## src/rtl/sd_spi_master_if.sv

```systemverilog
// Bus-side handshake between the register shim and sd_spi_master.
// The shim uses the master modport; the SPI engine uses the slave modport.
// crc_clr_i / crc7_o are only functional when SD_SPI_CRC7_EN is defined.
interface sd_spi_master_if #(
   parameter int DATA_W   = 8,
   parameter int CS_COUNT = 2,
   parameter int DIV_W    = 8
);
   localparam int SEL_W = (CS_COUNT > 1) ? $clog2(CS_COUNT) : 1;

   logic              start_i;
   logic [DATA_W-1:0] tx_data_i;
   logic [DIV_W-1:0]  div_i;
   logic              cpol_i;
   logic              cpha_i;
   logic [SEL_W-1:0]  cs_sel_i;
   logic              cs_hold_i;
   logic              crc_clr_i;
   logic              busy_o;
   logic              done_o;
   logic [DATA_W-1:0] rx_data_o;
   logic [6:0]        crc7_o;

   modport master (
      output start_i, tx_data_i, div_i, cpol_i, cpha_i, cs_sel_i, cs_hold_i, crc_clr_i,
      input  busy_o, done_o, rx_data_o, crc7_o
   );

   modport slave (
      input  start_i, tx_data_i, div_i, cpol_i, cpha_i, cs_sel_i, cs_hold_i, crc_clr_i,
      output busy_o, done_o, rx_data_o, crc7_o
   );
endinterface

```

## src/rtl/sd_spi_master.sv

```systemverilog
// SPI master for SD cards and general SPI peripherals: programmable SCK
// half-period divider, CPOL/CPHA, MSB-first words of DATA_W bits, CS_COUNT
// active-low chip selects and CS hold across multi-word frames.
// Optional CRC7 of outgoing MOSI bits is enabled by defining SD_SPI_CRC7_EN.
module sd_spi_master #(
   parameter int DATA_W   = 8,
   parameter int CS_COUNT = 2,
   parameter int DIV_W    = 8
) (
   input  logic                CLOCK,
   input  logic                RESET,
   sd_spi_master_if.slave      bus,
   output logic                SPI_SCK,
   output logic                SPI_MOSI,
   input  logic                SPI_MISO,
   output logic [CS_COUNT-1:0] SPI_CS_N
);

   localparam int SEL_W = (CS_COUNT > 1) ? $clog2(CS_COUNT) : 1;
   localparam int HP_W  = $clog2(2 * DATA_W + 1);

   // Last XFER half-period, and the one ending in the final trailing edge.
   localparam logic [HP_W-1:0] HP_LAST       = HP_W'(2 * DATA_W - 1);
   localparam logic [HP_W-1:0] HP_LAST_TRAIL = HP_W'(2 * DATA_W - 2);

   typedef enum logic [2:0] {IDLE, SETUP, XFER, TRAIL, HOLD} state_t;

   state_t              state_q, state_d;
   logic [DIV_W-1:0]    cnt_q;
   logic [DIV_W-1:0]    div_q;
   logic [HP_W-1:0]     hp_q;
   logic                cpol_q, cpha_q, hold_q;
   logic [DATA_W-1:0]   tx_sh_q, rx_sh_q, rx_data_q;
   logic                sck_q, mosi_q, busy_q, done_q;
   logic [CS_COUNT-1:0] cs_n_q;

   logic accept, half_end, edge_now, edge_lead, xfer_end, trail_end, hold_exit;
   logic drive_en, drive_bit, sample_en;

   // Out-of-range selects leave every chip select deasserted.
   function automatic logic [CS_COUNT-1:0] cs_decode(input logic [SEL_W-1:0] sel);
      logic [CS_COUNT-1:0] v;
      v = '1;
      for (int i = 0; i < CS_COUNT; i++)
         if (sel == SEL_W'(i)) v[i] = 1'b0;
      return v;
   endfunction

   // State register.
   always_ff @(posedge CLOCK) begin
      // NOTE: sequential state uses non-blocking assignments so every register
      // samples pre-edge values regardless of statement order.
      if (RESET) state_q <= IDLE;
      else       state_q <= state_d;
   end

   // Next-state decode plus per-cycle strobes for the datapath.
   always_comb begin
      // NOTE: every signal driven here gets a default first, so no path
      // through the case can leave one unassigned and infer a latch.
      state_d   = state_q;
      accept    = 1'b0;
      half_end  = (cnt_q == div_q);
      edge_now  = 1'b0;
      edge_lead = (state_q == SETUP) || hp_q[0];
      xfer_end  = 1'b0;
      trail_end = 1'b0;
      hold_exit = 1'b0;
      drive_en  = 1'b0;
      drive_bit = tx_sh_q[DATA_W-1];
      sample_en = 1'b0;

      unique case (state_q)
         IDLE: begin
            if (bus.start_i) begin
               accept  = 1'b1;
               state_d = SETUP;
            end
         end
         SETUP: begin
            if (half_end) begin
               edge_now = 1'b1;
               state_d  = XFER;
            end
         end
         XFER: begin
            if (half_end) begin
               if (hp_q == HP_LAST) begin
                  xfer_end = 1'b1;
                  state_d  = hold_q ? HOLD : TRAIL;
               end else begin
                  edge_now = 1'b1;
               end
            end
         end
         TRAIL: begin
            if (half_end) begin
               trail_end = 1'b1;
               state_d   = IDLE;
            end
         end
         HOLD: begin
            if (bus.start_i) begin
               accept  = 1'b1;
               state_d = SETUP;
            end else if (!bus.cs_hold_i) begin
               hold_exit = 1'b1;
               state_d   = IDLE;
            end
         end
         default: state_d = IDLE;
      endcase

      // A MOSI bit is driven at accept (CPHA=0 first bit), on trailing edges
      // for CPHA=0 (except after the last bit) and on leading edges for CPHA=1.
      if (accept) begin
         drive_en  = !bus.cpha_i;
         drive_bit = bus.tx_data_i[DATA_W-1];
      end else if (edge_now) begin
         drive_en = cpha_q ? edge_lead : (!edge_lead && (hp_q != HP_LAST_TRAIL));
      end
      sample_en = edge_now && (edge_lead ^ cpha_q);
   end

   // Datapath: divider, shift registers, SPI pins and handshake outputs.
   always_ff @(posedge CLOCK) begin
      if (RESET) begin
         cnt_q     <= '0;
         div_q     <= '0;
         hp_q      <= '0;
         cpol_q    <= 1'b0;
         cpha_q    <= 1'b0;
         hold_q    <= 1'b0;
         tx_sh_q   <= '0;
         rx_sh_q   <= '0;
         rx_data_q <= '0;
         sck_q     <= 1'b0;
         mosi_q    <= 1'b1;
         busy_q    <= 1'b0;
         done_q    <= 1'b0;
         cs_n_q    <= '1;
      end else begin
         done_q <= 1'b0;
         if (state_q == SETUP || state_q == XFER || state_q == TRAIL)
            cnt_q <= half_end ? '0 : cnt_q + 1'b1;

         if (accept) begin
            div_q   <= bus.div_i;
            cpol_q  <= bus.cpol_i;
            cpha_q  <= bus.cpha_i;
            hold_q  <= bus.cs_hold_i;
            tx_sh_q <= drive_en ? (bus.tx_data_i << 1) : bus.tx_data_i;
            mosi_q  <= drive_en ? drive_bit : 1'b1;
            cnt_q   <= '0;
            hp_q    <= '0;
            busy_q  <= 1'b1;
            cs_n_q  <= cs_decode(bus.cs_sel_i);
            sck_q   <= bus.cpol_i;
         end else begin
            if (state_q == IDLE) begin
               sck_q  <= bus.cpol_i;
               mosi_q <= 1'b1;
            end
            if (state_q == HOLD) sck_q <= cpol_q;
            if (edge_now) sck_q <= ~sck_q;
            if (edge_now && state_q == XFER) hp_q <= hp_q + 1'b1;
            if (drive_en) begin
               mosi_q  <= drive_bit;
               tx_sh_q <= tx_sh_q << 1;
            end
            if (sample_en) rx_sh_q <= {rx_sh_q[DATA_W-2:0], SPI_MISO};
            if ((xfer_end && hold_q) || trail_end) begin
               done_q    <= 1'b1;
               rx_data_q <= rx_sh_q;
               busy_q    <= 1'b0;
            end
            if (trail_end || hold_exit) cs_n_q <= '1;
         end
      end
   end

`ifdef SD_SPI_CRC7_EN
   logic [6:0] crc_q;

   // CRC7 step for polynomial x^7 + x^3 + 1, one bit per call.
   function automatic logic [6:0] crc7_step(input logic [6:0] c, input logic b);
      logic fb;
      fb = c[6] ^ b;
      return {c[5:0], 1'b0} ^ (fb ? 7'h09 : 7'h00);
   endfunction

   // CRC7 accumulator over every bit placed on MOSI; clear wins over update.
   always_ff @(posedge CLOCK) begin
      if (RESET || bus.crc_clr_i) crc_q <= '0;
      else if (drive_en)          crc_q <= crc7_step(crc_q, drive_bit);
   end

   assign bus.crc7_o = crc_q;
`else
   assign bus.crc7_o = '0;
`endif

   assign bus.busy_o    = busy_q;
   assign bus.done_o    = done_q;
   assign bus.rx_data_o = rx_data_q;
   assign SPI_SCK       = sck_q;
   assign SPI_MOSI      = mosi_q;
   assign SPI_CS_N      = cs_n_q;

endmodule
```

## src/flat_wrapper.sv

```systemverilog
// flat-port wrapper written by rule: the top's interface ports become plain ports
module sd_spi_master_flat 
#(
   parameter int DATA_W   = 8,
   parameter int CS_COUNT = 2,
   parameter int DIV_W    = 8
)
  (CLOCK, RESET, SPI_SCK, SPI_MOSI, SPI_MISO, SPI_CS_N, bus_start_i, bus_tx_data_i, bus_div_i, bus_cpol_i, bus_cpha_i, bus_cs_sel_i, bus_cs_hold_i, bus_crc_clr_i, bus_busy_o, bus_done_o, bus_rx_data_o, bus_crc7_o);
  sd_spi_master_if #(.DATA_W(DATA_W), .CS_COUNT(CS_COUNT), .DIV_W(DIV_W)) bus_i ();
  input  logic CLOCK;
  input  logic RESET;
  output logic SPI_SCK;
  output logic SPI_MOSI;
  input  logic SPI_MISO;
  output logic [CS_COUNT-1:0] SPI_CS_N;
  input wire logic [$bits(bus_i.start_i)-1:0] bus_start_i;
  input wire logic [$bits(bus_i.tx_data_i)-1:0] bus_tx_data_i;
  input wire logic [$bits(bus_i.div_i)-1:0] bus_div_i;
  input wire logic [$bits(bus_i.cpol_i)-1:0] bus_cpol_i;
  input wire logic [$bits(bus_i.cpha_i)-1:0] bus_cpha_i;
  input wire logic [$bits(bus_i.cs_sel_i)-1:0] bus_cs_sel_i;
  input wire logic [$bits(bus_i.cs_hold_i)-1:0] bus_cs_hold_i;
  input wire logic [$bits(bus_i.crc_clr_i)-1:0] bus_crc_clr_i;
  output wire logic [$bits(bus_i.busy_o)-1:0] bus_busy_o;
  output wire logic [$bits(bus_i.done_o)-1:0] bus_done_o;
  output wire logic [$bits(bus_i.rx_data_o)-1:0] bus_rx_data_o;
  output wire logic [$bits(bus_i.crc7_o)-1:0] bus_crc7_o;
  assign bus_i.start_i = bus_start_i;
  assign bus_i.tx_data_i = bus_tx_data_i;
  assign bus_i.div_i = bus_div_i;
  assign bus_i.cpol_i = bus_cpol_i;
  assign bus_i.cpha_i = bus_cpha_i;
  assign bus_i.cs_sel_i = bus_cs_sel_i;
  assign bus_i.cs_hold_i = bus_cs_hold_i;
  assign bus_i.crc_clr_i = bus_crc_clr_i;
  assign bus_busy_o = bus_i.busy_o;
  assign bus_done_o = bus_i.done_o;
  assign bus_rx_data_o = bus_i.rx_data_o;
  assign bus_crc7_o = bus_i.crc7_o;
  sd_spi_master #(.DATA_W(DATA_W), .CS_COUNT(CS_COUNT), .DIV_W(DIV_W)) u_core (.CLOCK(CLOCK), .RESET(RESET), .bus(bus_i), .SPI_SCK(SPI_SCK), .SPI_MOSI(SPI_MOSI), .SPI_MISO(SPI_MISO), .SPI_CS_N(SPI_CS_N));
endmodule
```

## config.mk

```make
export PLATFORM = sky130hd
export DESIGN_NAME = sd_spi_master_flat
export DESIGN_NICKNAME = d
export VERILOG_FILES = /design/src/rtl/sd_spi_master_if.sv /design/src/rtl/sd_spi_master.sv /design/src/flat_wrapper.sv
export SDC_FILE = /design/constraint.sdc
export NUM_CORES = 1
export LEC_CHECK = 0
export ABC_CLOCK_PERIOD_IN_PS = 7790
export BUFFER_PORTS_ARGS = -buffer_cell sky130_fd_sc_hd__clkbuf_2
export CORE_UTILIZATION = 55
export DETAILED_ROUTE_END_ITERATION = 6
export PLACE_DENSITY = 0.79
export SETUP_SLACK_MARGIN = 0.5
export SLEW_MARGIN = 10
export SYNTH_ARGS = -nofsm -noshare
export SYNTH_HDL_FRONTEND = slang
export SYNTH_SLANG_ARGS = --single-unit
```

## constraint.sdc

```tcl
create_clock -name CLOCK -period 7.79 [get_ports CLOCK]
set_clock_uncertainty 0.2 [all_clocks]
set_input_delay 1.558 -clock CLOCK [delete_from_list [all_inputs] [get_ports CLOCK]]
set_output_delay 1.558 -clock CLOCK [all_outputs]
set_load 0.05 [all_outputs]
```

After elaboration in Yosys (flattened, before gate mapping). Cells that the tools add are included.

Input port bits: 25. Register bits after elaboration: 57. Output and inout port bits: 21. Logic and storage cells: 100.

Equal/unequal tests: 13. Reduce and logical (&&, ||, !) cells: 22. Add/subtract/negate cells: 2. Mux-type cells: 45. Bitwise logic cells: 3.

Operator list (count): 8-bit 2-to-1 mux (4); 1-bit 2-to-1 mux (29); 3-bit 2-to-1 mux (8); 3-bit one-hot mux with 5 select lines (1); 8-bit by 1-bit adder with 8-bit output (second input constant) (1); 8-bit == test (1); 2-bit by 1-bit != test with 1-bit output (second input constant) (4); 3-bit by 2-bit == test with 1-bit output (second input constant) (2); 6-bit AND reduction (1); 2-bit nonzero test (3); 5-bit by 1-bit adder with 5-bit output (second input constant) (1); 5-bit by 4-bit == test with 1-bit output (second input constant) (1); 1-bit logical OR (5); 5-bit by 4-bit != test with 1-bit output (second input constant) (1); 1-bit logical AND (4); 2-bit 2-to-1 mux (2); 2-bit AND reduction (2); 4-bit nonzero test (1); 2-bit OR reduction (2); 3-bit by 1-bit == test with 1-bit output (second input constant) (1); 3-bit == test (second input constant) (1); 3-bit logical NOT (1); 3-bit != test (second input constant) (1); 3-bit nonzero test (1); 5 further kinds (7).

Logic depth before layout (Yosys ltp). Gate-level depths: netlist (run 1).

Word-level depth: 9. Depth in mapped cells: 8. Gate-level depth less buffers: 8.

Least setup slack after synthesis (run 1). Ideal clock, no wire load.

Path type: input port to flip-flop. From: in bus_start_i. To: reg u_core.cpha_q. Setup slack: 4617 ps. Stages: 6. Path buffers: 3. Required time: 7520 ps. Setup time: 70 ps. Arrival: 2902 ps. Cells stage by stage: clkbuf_1 -> nor3b_1 -> buf_2 -> buf_2 -> nand2_1 -> a21oi_1.

Longest elaborated chain between the ends: 2.

Ends and longest elaborated chain: from (decl) (line flat_wrapper.sv:16) `input wire logic [$bits(bus_i.start_i)-1:0] bus_start_i;`; 1-bit 2-to-1 mux (line sd_spi_master.sv:75, sd_spi_master.sv:103); 1-bit 2-to-1 mux; to (signal assigned) (line sd_spi_master.sv:150) `cpha_q <= bus.cpha_i;`; to (decl) (line sd_spi_master.sv:32) `logic cpol_q, cpha_q, hold_q;`.

Every way passes these cells. A chain may end at the register's enable or synchronous reset.

Worst setup path in the final report (run 1).
From: in RESET. To: reg u_core.cnt_q[5].

Longest elaborated chain between the ends: 1.

Ends and longest elaborated chain: from (decl) (line flat_wrapper.sv:11) `input logic RESET;`; 2-bit OR reduction (no source line); to (signal assigned) (line sd_spi_master.sv:145) `cnt_q <= half_end ? '0 : cnt_q + 1'b1;`; to (decl) (line sd_spi_master.sv:29) `logic [DIV_W-1:0] cnt_q;`.

Every way passes these cells.

==> results of run 1 <==
[cells by family (layout without fill, tap and decap cells)]
logic type	after synthesis	after routing	share of synthesized area, %
AOI/OAI and AO/OA	63	63	14.4
adders and majority gates	4	4	1.82
and+or+nand+nor	124	124	23.4
muxes	22	22	8.01
xor gates and xnor gates	16	16	5.10
other	1	7	0.136
DFF	57	57	41.5
buffers and inverters	30	58	5.64
[routing by layer]
| metal | up-vias | GRT usage [%] |
|---|---|---|
| li1 | 1161 | - |
| met1 | 1058 | 28.6 |
| met2 | 59 | 37.1 |
| met3 | 13 | 7.60 |
| met4 | 0 | 13.5 |
| met5 | - | 0 |
[worst register-to-register path: cells and delay by family (launching register included)]
kind,cells,cell delay [ns]
compound gates,1,0.22
fa+ha+maj,2,0.46
flops,1,0.37
mux,1,0.27
simple gates,3,1.15
[placed cells by master (no fill, tap or decap), types with 6 or more instances in the layout]
cell type / n
mux2i_1: 22
xor2_1: 6
a21oi_1: 31
o21ai_0: 13
clkbuf_8: 10
conb_1: 7
clkbuf_2: 37
nand2_1: 32
nand4_1: 7
dfxtp_1: 57
nor2_1: 32
nand3_1: 14
xnor2_1: 10
nand2b_1: 11
[per-stage QoR]
step | utilization [%] | hold WS [ns] | worst slack, ns
global route | 65.2 | 0.281 | 4.68
global placement | 61.6 | 0.241 | 4.48
CTS | 65.2 | 0.261 | 4.84
detailed placement | 61.6 | 0.252 | 4.47
floorplan | - | 0.230 | 4.62
finish | 65.2 | 0.258 | 4.81
[state kept, by name (all words and copies together), names as in the netlist, 2 cells and up]
name                  cells
u_core.SPI_CS_N           2
u_core.cnt_q              8
u_core.rx_sh_q            8
u_core.state_q            3
u_core.bus.rx_data_o      8
u_core.tx_sh_q            8
u_core.hp_q               5
u_core.div_q              8
[layout make-up]
cell class | instances | share of cell area [%]
clock buffer | 10 | 4.44
clock inverter | 4 | 1.01
inverter | 5 | 0.606
multi-input combinational | 236 | 48.0
tap | 67 | 2.70
timing repair buffer | 39 | 6.46
sequential | 57 | 36.8
[final timing paths]
path                       endpoint  slack, ns         startpoint  cells past startpoint
setup / recovery    u_core.cnt_q[5]       4.81              RESET                      4
hold / removal    u_core.tx_sh_q[0]       0.26  u_core.tx_sh_q[0]                      2
setup reg to reg  u_core.rx_sh_q[2]       5.04     u_core.hp_q[0]                      7
hold reg to reg   u_core.tx_sh_q[0]       0.26  u_core.tx_sh_q[0]                      2
[report_power, final]
| group | internal (W) | switching, W |
|---|---|---|
| Combinational | 0.0000635 | 0.000124 |
| Clock | 0.000121 | 0.000117 |
| Sequential | 0.000313 | 0.0000210 |
| Total | 0.000497 | 0.000262 |
==> run summary, run 1 <==
Slew Viols, Final - 0
Slowest stage delay, CP - 0.66 ns
Max FO, Critical Path - 47
Buf+Inv Stages, Crit Path - 1
Area after DPL - 2930 um^2
Max H-tree Level - 3
Count of final setup violators - 0
Gr usage total - 23.7%
Max cap viols - 0
Area share of the largest cell type after synthesis - 41.5%
Sequential area share after synthesis - 41.5%
Power Density - 245 nW/um^2
CTS Sinks - 57
Synthesized area - 2750 um^2
Critical Path Start Type - input pin
Pre-antenna DRT Iters - 5
# DRC - 0
First-pass GRT wire length - 9460 um
Unrepaired setup endpoints after global routing - no
Worst Setup End Kind - flip-flop
Post-CTS setup buffers - 0
Non-Filler Instances - 418
GRT overflow - 0
Post-synth EDFFs - 0
Routed wl met3 - 277 um
Drt wl/cell - 13.5 um
Hold Fails Final Rpt - 0
Slowest cell on the critical path - clkbuf_2
Most numerous cell in the Yosys netlist - dfxtp_1
Cells after Synth - 317
Die Ht - 72.7 um
Cells after DPL - 404
Ratio of cells with drive above 1 in the final layout - 17.7%
Highest Clock Rate - 335 MHz
Final Power - 0.000759 W
Multi-input combinational cell area - 1490 um^2
Initial Utilization - 57.8%
Final TNS setup - 0 ns
Final Cycle Share - 38.3%
Final nets - 377
Routed vias/inst - 5.48
Status - finished, final reports clean
Largest net degree at the start of global routing - 48
Min-delay worst type - flip-flop to flip-flop
Syn-to-layout area delta - 12.7%
Worst-path clk slew - 0.07 ns
IO buf count - 37
Post-synth top cells - 57 x dfxtp_1, 32 x nand2_1, 32 x nor2_1, 31 x a21oi_1, 22 x mux2i_1
Clock Latency Late Sink - 0.33 ns
Worst vdd ir - 0.000164 V
ANT nets after route - 0
Resized Gates After CTS - 0
CP most frequent cell - nor2_1
Vias in the first global route - 2116
Standard-cell rows - 25
Crit-path cells - clkbuf_2, nor2_1, o21ai_1, nor2_1
Initial antenna violation count - 0
Vias - 2291
Critical path's top delay family - buffers and inverters
Netlist cell types - 48
Diode count - 0
Register area - 1140 um^2
Total CTS buffers - 9
Area leader, netlist - dfxtp_1
CP Class - input pin to flip-flop
Post-synth ARST share - 0%
Least-Margin Pin Slew - 0.884 ns
Cts hold-fix bufs - 0
CTS Buffer Depth - 2
Final min period - 2.98 ns
DP Wirelength - 3830 um
Rel. slew slack - 41.1%
Dominant synthesized flop cell - dfxtp_1
Synthesized area per cell - 8.67 um^2
Met1 wire length - 2550 um
Clk root buf - clkbuf_8
Final wirelength - 5640 um
Highest routing layer actually used - met4
Ranking of synthesized cells by area - dfxtp_1 42%, mux2i_1 8.0%, a21oi_1 5.6%
Post-synthesis register bit count - 57
Synth warnings - 0
Core area - 4750 um^2
Io pins - 46
CTS tree - built
Gpl congestion - 0.892
Die area - 5280 um^2
First DRT Iteration DRCs - 164
WL met2 - 2700 um
Crit path arrival time - 2.98 ns
Req. time, crit path - 7.79 ns
Final instance area - 3100 um^2
Fillers - 435
Die width - 72.7 um
Leak pwr - 1.17 nW
Power figures use the tool's default switching activity.
==> inputs of run 2 (changes only) <==
--- a/config.mk
+++ b/config.mk
@@ -5,7 +5,7 @@
 export SDC_FILE = /design/constraint.sdc
 export NUM_CORES = 1
 export LEC_CHECK = 0
-export ABC_CLOCK_PERIOD_IN_PS = 7790
+export ABC_CLOCK_PERIOD_IN_PS = 2800
 export BUFFER_PORTS_ARGS = -buffer_cell sky130_fd_sc_hd__clkbuf_2
 export CORE_UTILIZATION = 55
 export DETAILED_ROUTE_END_ITERATION = 6
==> constraint.sdc (replaced) <==
create_clock -name CLOCK -period 2.8 [get_ports CLOCK]
set_clock_uncertainty 0.2 [all_clocks]
set_input_delay 0.56 -clock CLOCK [delete_from_list [all_inputs] [get_ports CLOCK]]
set_output_delay 0.56 -clock CLOCK [all_outputs]
set_load 0.05 [all_outputs]
==> run summary, run 2 (same netlist as run 1, synthesis figures left out) <==
Final wirelength - 6040 um (was 5640 um)
Req. time, crit path - 2.82 ns (was 7.79 ns)
Status - finished, final reports clean (unchanged)
Vias in the first global route - 2285 (was 2116)
Unrepaired setup endpoints after global routing - yes (was no)
Count of final setup violators - 0 (unchanged)
First DRT Iteration DRCs - 165 (was 164)
CTS Buffer Depth - 2 (unchanged)
CTS tree - built (unchanged)
Critical path's top delay family - simple AND/OR/NAND/NOR gates (was buffers and inverters)
Crit-path cells - ha_4, and3_4, ha_4, nor3b_4, o21a_1, o2111ai_4, and3_1, or4_1 (was clkbuf_2, nor2_1, o21ai_1, nor2_1)
Clk root buf - clkbuf_8 (unchanged)
Worst Setup End Kind - flip-flop (unchanged)
First-pass GRT wire length - 10300 um (was 9460 um)
Least-Margin Pin Slew - 0.574 ns (was 0.884 ns)
Most frequent cells in the layout - 54 x dfxtp_1, 37 x clkbuf_2, 32 x nor2_1, 32 x nand2_1, 31 x a21oi_1 (was 57 x dfxtp_1, 37 x clkbuf_2, 32 x nor2_1, 32 x nand2_1, 31 x a21oi_1)
Slowest cell on the critical path - or4_1 (was clkbuf_2)
Total CTS buffers - 9 (unchanged)
Drt wl/cell - 13.9 um (was 13.5 um)
Gr usage total - 25.5% (was 23.7%)
Buf+Inv Stages, Crit Path - 0 (was 1)
Die width - 72.7 um (unchanged)
Max cap viols - 0 (unchanged)
Initial Utilization - 57.8% (unchanged)
Syn-to-layout area delta - 20.9% (was 12.7%)
Ratio of cells with drive above 1 in the final layout - 23.4% (was 17.7%)
CP Class - flip-flop to flip-flop (was input pin to flip-flop)
Leak pwr - 1.28 nW (was 1.17 nW)
Largest net degree at the start of global routing - 28 (was 48)
GRT overflow - 0 (unchanged)
Max FO, Critical Path - 3 (was 47)
Initial antenna violation count - 0 (unchanged)
Critical Path Start Type - flip-flop (was input pin)
Crit path arrival time - 2.34 ns (was 2.98 ns)
Clock Latency Late Sink - 0.34 ns (was 0.33 ns)
Cts hold-fix bufs - 0 (unchanged)
Commonest non-fill, non-tap cell in the layout - dfxtp_1 (unchanged)
Io pins - 46 (unchanged)
DP Wirelength - 4080 um (was 3830 um)
Die area - 5280 um^2 (unchanged)
Pre-CTS setup slack - 0.237 ns (was 4.47 ns)
Routed vias/inst - 5.53 (was 5.48)
Final Cycle Share - 82.7%
Final min period - 2.32 ns
Min-delay worst type - input pin to flip-flop (was flip-flop to flip-flop)
Final TNS setup - 0 ns (unchanged)
Hold Fails Final Rpt - 0 (unchanged)
Rel. slew slack - 61.7% (was 41.1%)
Post-layout util - 69.9% (was 65.2%)
# DRC - 0 (unchanged)
Max H-tree Level - 3 (unchanged)
Final nets - 391 (was 377)
CP most frequent cell - ha_4 (was nor2_1)
Die Ht - 72.7 um (unchanged)
Core area - 4750 um^2 (unchanged)
Final worst slack - 0.484 ns (was 4.81 ns)
Pre-antenna DRT Iters - 4 (was 5)
Vias - 2401 (was 2291)
CTS Sinks - 57 (unchanged)
Slew Viols, Final - 0 (unchanged)
Power Density - 711 nW/um^2 (was 245 nW/um^2)
Standard-cell rows - 25 (unchanged)
Highest Clock Rate - 432 MHz
IO buf count - 37 (unchanged)
ANT nets after route - 0 (unchanged)
Worst-path clk slew - 0.06 ns (was 0.07 ns)
Diode count - 0 (unchanged)
Gpl congestion - 0.771 (was 0.892)
Worst vdd ir - 0.000440 V (was 0.000164 V)
Slowest stage delay, CP - 0.45 ns (was 0.66 ns)
-- run 2: final cells by class --
cell class                      count  area [um^2]
Clock inverter                      3         43.8
Fill cell                         373         1430
Tap cell                           67         83.8
Sequential cell                    57         1150
Inverter                            5         18.8
Timing Repair Buffer               53          309
Clock buffer                       13          190
Multi-Input combinational cell    236         1530
-- run 2: worst paths after layout --
| check | start | endpoint | slack, ns | cells past startpoint |
|---|---|---|---|---|
| max reg2reg | u_core.hp_q[0] | u_core.SPI_MOSI | 0.48 | 8 |
| min | bus_div_i[5] | u_core.div_q[5] | 0.23 | 3 |
| max | u_core.hp_q[0] | u_core.SPI_MOSI | 0.48 | 8 |
| min reg2reg | u_core.tx_sh_q[2] | u_core.tx_sh_q[2] | 0.27 | 2 |
-- run 2: worst register-to-register path: cells and delay by family, from the launching register on --
family / cells / cell delay (ns)
AOI/OAI and AO/OA: 2 / 0.35
DFF: 1 / 0.36
and+or+nand+nor: 4 / 0.98
adders and majority gates: 2 / 0.31
-- run 2: metrics by stage --
step	power, W	cells	hold slack (ns)	cell area, um^2
after floorplan	0.00137	323	0.230	2810
after global placement	0.00146	409	0.241	3010
after detailed placement	0.00147	409	0.251	3010
after CTS	0.00236	431	0.228	3290
after global routing	0.00247	434	0.234	3320
final	0.00236	434	0.234	3320
-- run 2: per-layer routing --
metal  GRT usage, %  up-vias  routed length, um
li1               -     1192                  -
met3           8.01       14                302
met5              0        -                  0
met4           11.3        0                121
met2           42.1       53               2920
met1           30.4     1142               2700
-- run 2: repair_timing --
action | in CTS | in global routing
resized for setup | 1 | 4
pin swaps | 3 | 1
endpoints found under the setup margin | 2 | 20
buffers inserted | 6 | 3
-- run 2: where the power goes --
| part | internal, W | total [W] | switching [W] |
|---|---|---|---|
| clock network | 0.000538 | 0.000872 | 0.000334 |
| registers | 0.000869 | 0.000918 | 0.0000487 |
| logic | 0.000209 | 0.000574 | 0.000365 |
| total | 0.00162 | 0.00236 | 0.000747 |
